### config.mk
export PLATFORM = sky130hd
export DESIGN_NAME = id_hazard_stall_unit
export DESIGN_NICKNAME = d
export VERILOG_FILES = /design/src/rtl/id_hazard_stall_unit.sv
export SDC_FILE = /design/constraint.sdc
export NUM_CORES = 1
export LEC_CHECK = 0
export BUFFER_PORTS_ARGS = -buffer_cell sky130_fd_sc_hd__buf_2
export CELL_PAD_IN_SITES_DETAIL_PLACEMENT = 1
export CELL_PAD_IN_SITES_GLOBAL_PLACEMENT = 1
export CORE_ASPECT_RATIO = 0.8
export CORE_UTILIZATION = 40
export CTS_CLUSTER_SIZE = 14
export DETAILED_ROUTE_END_ITERATION = 16
export PLACE_DENSITY = 0.94
export SYNTH_ARGS = -nofsm -noshare
export SYNTH_HDL_FRONTEND = slang
export SYNTH_SLANG_ARGS = --single-unit
### constraint.sdc
create_clock -name i_clk -period 5.2 [get_ports i_clk]
set_clock_uncertainty 0.2 [all_clocks]
set_input_delay 0.26 -clock i_clk [delete_from_list [all_inputs] [get_ports i_clk]]
set_output_delay 0.26 -clock i_clk [all_outputs]
set_load 0.005 [all_outputs]
### src/rtl/id_hazard_stall_unit.sv
// ID-stage hazard detector and stall sequencer: load-use and branch-operand
// hazards, 1/2-cycle stall FSM, sticky HALT and a saturating stall counter.
//
// state   | meaning
// --------+-----------------------------------------------------------
// RUN     | normal issue; o_Risk follows the combinational hazard check
// STALL   | second bubble of a branch-after-load; hazard inputs ignored
// HALTED  | HALT retired; fetch frozen until reset
module id_hazard_stall_unit #(
  parameter int REG_ADDR_W  = 5,
  parameter int STALL_CNT_W = 16
) (
  input  logic                   i_clk,
  input  logic                   i_reset,
  input  logic                   i_Enable,
  input  logic [REG_ADDR_W-1:0]  i_IF_ID_Rs,
  input  logic [REG_ADDR_W-1:0]  i_IF_ID_Rt,
  input  logic                   i_ID_UsesRt,
  input  logic                   i_ID_Branch,
  input  logic                   i_HALT,
  input  logic                   i_ID_EX_MemRead,
  input  logic                   i_ID_EX_RegWrite,
  input  logic [REG_ADDR_W-1:0]  i_ID_EX_WriteReg,
  input  logic                   i_EX_MEM_MemRead,
  input  logic [REG_ADDR_W-1:0]  i_EX_MEM_WriteReg,
  output logic                   o_Risk,
  output logic                   o_PCWrite,
  output logic                   o_IF_ID_Write,
  output logic                   o_Halted,
  output logic [STALL_CNT_W-1:0] o_StallCount
);

  typedef enum logic [1:0] {
    ST_RUN    = 2'd0,
    ST_STALL  = 2'd1,
    ST_HALTED = 2'd2
  } state_t;

  state_t                 state, state_nxt;
  logic [1:0]             rem, rem_nxt;
  logic [STALL_CNT_W-1:0] cnt, cnt_nxt;
  logic                   match_ex, match_mem;
  logic [1:0]             need;
  logic                   risk, pc_write, halted;

  // Register 0 is hard-wired, so a zero destination never creates a hazard.
  always_comb begin
    match_ex  = (i_ID_EX_WriteReg != '0) &&
                ((i_IF_ID_Rs == i_ID_EX_WriteReg) ||
                 (i_ID_UsesRt && (i_IF_ID_Rt == i_ID_EX_WriteReg)));
    match_mem = (i_EX_MEM_WriteReg != '0) &&
                ((i_IF_ID_Rs == i_EX_MEM_WriteReg) ||
                 (i_ID_UsesRt && (i_IF_ID_Rt == i_EX_MEM_WriteReg)));
  end

  always_comb begin
    need = 2'd0;
    if (i_ID_Branch && i_ID_EX_MemRead && match_ex)
      need = 2'd2;
    else if ((i_ID_EX_MemRead && match_ex) ||
             (i_ID_Branch && i_ID_EX_RegWrite && match_ex) ||
             (i_ID_Branch && i_EX_MEM_MemRead && match_mem))
      need = 2'd1;
  end

  always_comb begin
    state_nxt = state;
    rem_nxt   = rem;
    risk      = 1'b0;
    pc_write  = 1'b0;
    halted    = 1'b0;
    case (state)
      ST_RUN: begin
        risk     = (need != 2'd0);
        pc_write = i_Enable & ~risk;
        if (i_Enable) begin
          if (need == 2'd2) begin
            state_nxt = ST_STALL;
            rem_nxt   = 2'd1;
          end else if ((need == 2'd0) && i_HALT) begin
            state_nxt = ST_HALTED;
          end
        end
      end
      ST_STALL: begin
        risk = 1'b1;
        if (i_Enable) begin
          rem_nxt = rem - 2'd1;
          if (rem == 2'd1)
            state_nxt = ST_RUN;
        end
      end
      ST_HALTED: begin
        halted = 1'b1;
      end
      default: begin
        state_nxt = ST_RUN;
        rem_nxt   = 2'd0;
      end
    endcase
  end

  always_comb begin
    cnt_nxt = cnt;
    if (i_Enable && risk && (cnt != '1))
      cnt_nxt = cnt + STALL_CNT_W'(1);
  end

  always_ff @(posedge i_clk) begin
    if (!i_reset) begin
      state <= ST_RUN;
      rem   <= 2'd0;
      cnt   <= '0;
    end else begin
      state <= state_nxt;
      rem   <= rem_nxt;
      cnt   <= cnt_nxt;
    end
  end

  // Outputs are held low for the whole reset cycle, not just after the edge.
  assign o_Risk        = i_reset & risk;
  assign o_PCWrite     = i_reset & pc_write;
  assign o_IF_ID_Write = i_reset & pc_write;
  assign o_Halted      = i_reset & halted;
  assign o_StallCount  = i_reset ? cnt : '0;

endmodule

==> flow_metrics.py <==
metrics = {
    "status": {
        "status": "finished, final reports clean",
    },
    "placement": {
        "dp_hpwl_um": 3420,
        "place_ws_ns": 2.32,
        "gp_congestion": 0.890,
        "port_buffers": 48,
    },
    "timing": {
        "tns_ns": 0,
        "fin_crit_sh_pct": 55.1,
        "setup_slack_ns": 2.34,
        "post-route-min-period_ns": 2.86,
        "drv_slew": 0,
        "setup_violations": 0,
        "holdWs_ns": 0.0816,
        "worst_slew_pin_slew_ns": 1.08,
        "timing.fmax_ghz": 0.349,
        "hold_violations": 0,
        "rsz0062_at_grt": "false",
        "relSlewSlack_pct": 27.5,
    },
    "global_routing": {
        "grt_pass1_wl_um": 7200,
        "top_usage_layer": "met2",
        "grt_start_max_net_pins": 24,
        "grt_util_met1_pct": 30.5,
        "grt.total_usage_pct": 22.5,
        "antenna_found_initial": 0,
        "globalRouteMet3Util_pct": 3.65,
        "grt_pass1_vias": 1484,
        "grt_util_met2_pct": 37.6,
        "grt_overflow": 0,
    },
    "clocking": {
        "postCtsSetupRepairBufs": 0,
        "postCtsHoldBufs": 0,
        "cts_tree": "done",
        "cts_buffer_depth": 2,
        "cts_root_buf": "clkbuf_8",
        "clk_latency_ns": 0.27,
        "ctsResizeCount": 0,
        "clk_pin_slew_ns": 0.07,
        "numCtsBuffers": 3,
        "numClockSinks": 20,
        "h-tree-depth": 1,
    },
    "drt": {
        "dr.pass1.iters": 4,
        "vias": 1484,
        "drc_errors": 0,
        "drtAntennaViolNets": 0,
        "wirelength_um": 4420,
        "wl_per_cell_um": 15.9,
        "drt_iter0_drc": 63,
        "viasPerCell": 5.36,
    },
    "hold_path": {
        "hp-start": "i_HALT",
        "hp-class": "in -> reg",
        "hold_depth": 3,
        "whs_endpoint": "state[1]$_SDFFE_PN0P_",
    },
    "critical_path": {
        "required_ns": 4.74,
        "rr_endpoint": "cnt[14]$_SDFFE_PN0P_",
        "cp.arrival_ns": 2.40,
        "rr_worst_depth": 7,
        "endpoint_kind": "output pin",
        "r2r_slack_ns": 2.79,
        "critPathKind": "in -> out",
        "crit_path_max_fanout": 23,
        "r2r-start": "cnt[2]$_SDFFE_PN0P_",
        "worst_setup_path_start_kind": "input port",
    },
    "logic_synthesis": {
        "async_flop_share_pct": 0,
        "synth_cell_type_count": 42,
        "yosys_most_used_dff": "dfxtp_1",
        "ys.warnings.count": 0,
        "synth_nets": 213,
        "synth-edff-count": 0,
        "syn_area_um2": 1570,
        "syn_inst": 182,
        "ys_seq_area_share_pct": 25.6,
        "synth.area.top_cells": "dfxtp_1, mux2_4, xor2_1, and2_1, nor3_2",
        "ys_seq_elements": 20,
        "synth_area_leader_cell": "dfxtp_1",
        "netlist.area_leader.share_pct": 25.6,
        "syn_area_per_cell_um2": 8.61,
    },
    "power_and_ir_drop": {
        "vdd.ir_drop.worst_mv": 0.0861,
        "power_density_nw_per_um2": 181,
        "p_leak_uw": 0.000773,
    },
    "floorplan": {
        "ios": 49,
        "rows": 19,
        "core_area_um2": 3590,
        "die_height_um": 58.0,
        "die_w_um": 72.0,
        "initial_utilization_pct": 43.6,
        "dieArea_um2": 4170,
    },
    "flow_run": {
        "drv_cap": 0,
    },
    "finish": {
        "synthToLayoutAreaGrowth_pct": 19.2,
        "nNetsFinal": 257,
        "final_cell_mix": "buf_2, nor2_1, dfxtp_1, and2_1, xor2_1",
        "mostFrequentLayoutCell": "buf_2",
        "insertedDiodeCount": 0,
        "fillers": 456,
        "drive_above_1_share_pct": 36.4,
    },
}
==> Yosys cell counts, types with 2 or more instances <==
master and number:
mux2_4 10, or4_1 2, nand2_1 10, nor3_1 4, dfxtp_1 20, xor2_1 14, nor4_1 2, nand2b_1 2
clkbuf_1 5, nor3_2 10, and3_1 2, xnor2_1 6, ha_1 2, o21a_1 2, o21ai_0 3, nand3_1 13
buf_4 2, a21oi_2 2, a21oi_1 6, mux2_2 2, and2_1 17, nor2_1 20, inv_1 3, nand4_1 5
==> worst max-delay path, cell delays in order <==
cell      delay (ns)
buf_2           0.13
or4_1           0.53
nor2_1          0.13
a21oi_2         0.07
a211oi_4        0.91
nand2_1         0.11
nor2_1          0.13
buf_2           0.13
==> metal layers <==
layer / share of wire [%] / vias up
li1: - / 726
met1: 49 / 722
met2: 47 / 30
met3: 2.5 / 6
met4: 1.6 / 0
met5: 0 / -
==> cell families after synthesis <==
family                   after synthesis  share of synthesized area [%]
AO/OA/AOI/OAI                         22                           11.3
buffers and inverters                 13                           4.79
XOR/XNOR                              20                           11.2
multiplexers                          12                           11.0
flip-flops                            20                           25.6
adder cells (fa/ha/maj)                2                           1.60
AND/OR/NAND/NOR                       93                           34.5
==> cell type report <==
type                            count  area (µm²)  share of cell area (%)
Multi-Input combinational cell    149        1090                    58.4
Sequential cell                    20         400                    21.4
Timing Repair Buffer               48         240                    12.9
Tap cell                           52        65.1                    3.49
Clock buffer                        4        55.1                    2.95
Inverter                            4        15.0                   0.804
==> how the worst max path moves through the flow <==
stage | to | startpoint | cells past startpoint | slack (ns)
final | o_PCWrite | i_ID_EX_WriteReg[1] | 8 | 2.34
after CTS | o_PCWrite | i_ID_EX_WriteReg[1] | 8 | 2.34
after floorplan | o_PCWrite | i_ID_EX_WriteReg[1] | 8 | 3.01
after global placement | o_PCWrite | i_ID_EX_WriteReg[1] | 8 | 2.39
after detailed placement | o_PCWrite | i_ID_EX_WriteReg[1] | 8 | 2.32
after global routing | o_PCWrite | i_ID_EX_WriteReg[1] | 8 | 2.15
==> through the flow <==
step	total power [µW]	instance area (µm²)	instances	utilization, %
after floorplan	194	1570	182	-
after global placement	215	1810	273	50.5
after detailed placement	217	1810	273	50.5
after CTS	340	1870	277	52.0
after global routing	352	1870	277	52.0
final	338	1870	277	52.0
==> sequential cells by signal, summed over array words and instances, names as in the netlist <==
register / flops
cnt: 16
rem: 2
state: 2
==> report_power, final <==
group | switching [µW] | internal [µW]
Sequential | 1.40 | 154
Clock | 56.3 | 67.6
Combinational | 35.6 | 23.1
(Power assumes the default switching activity.)
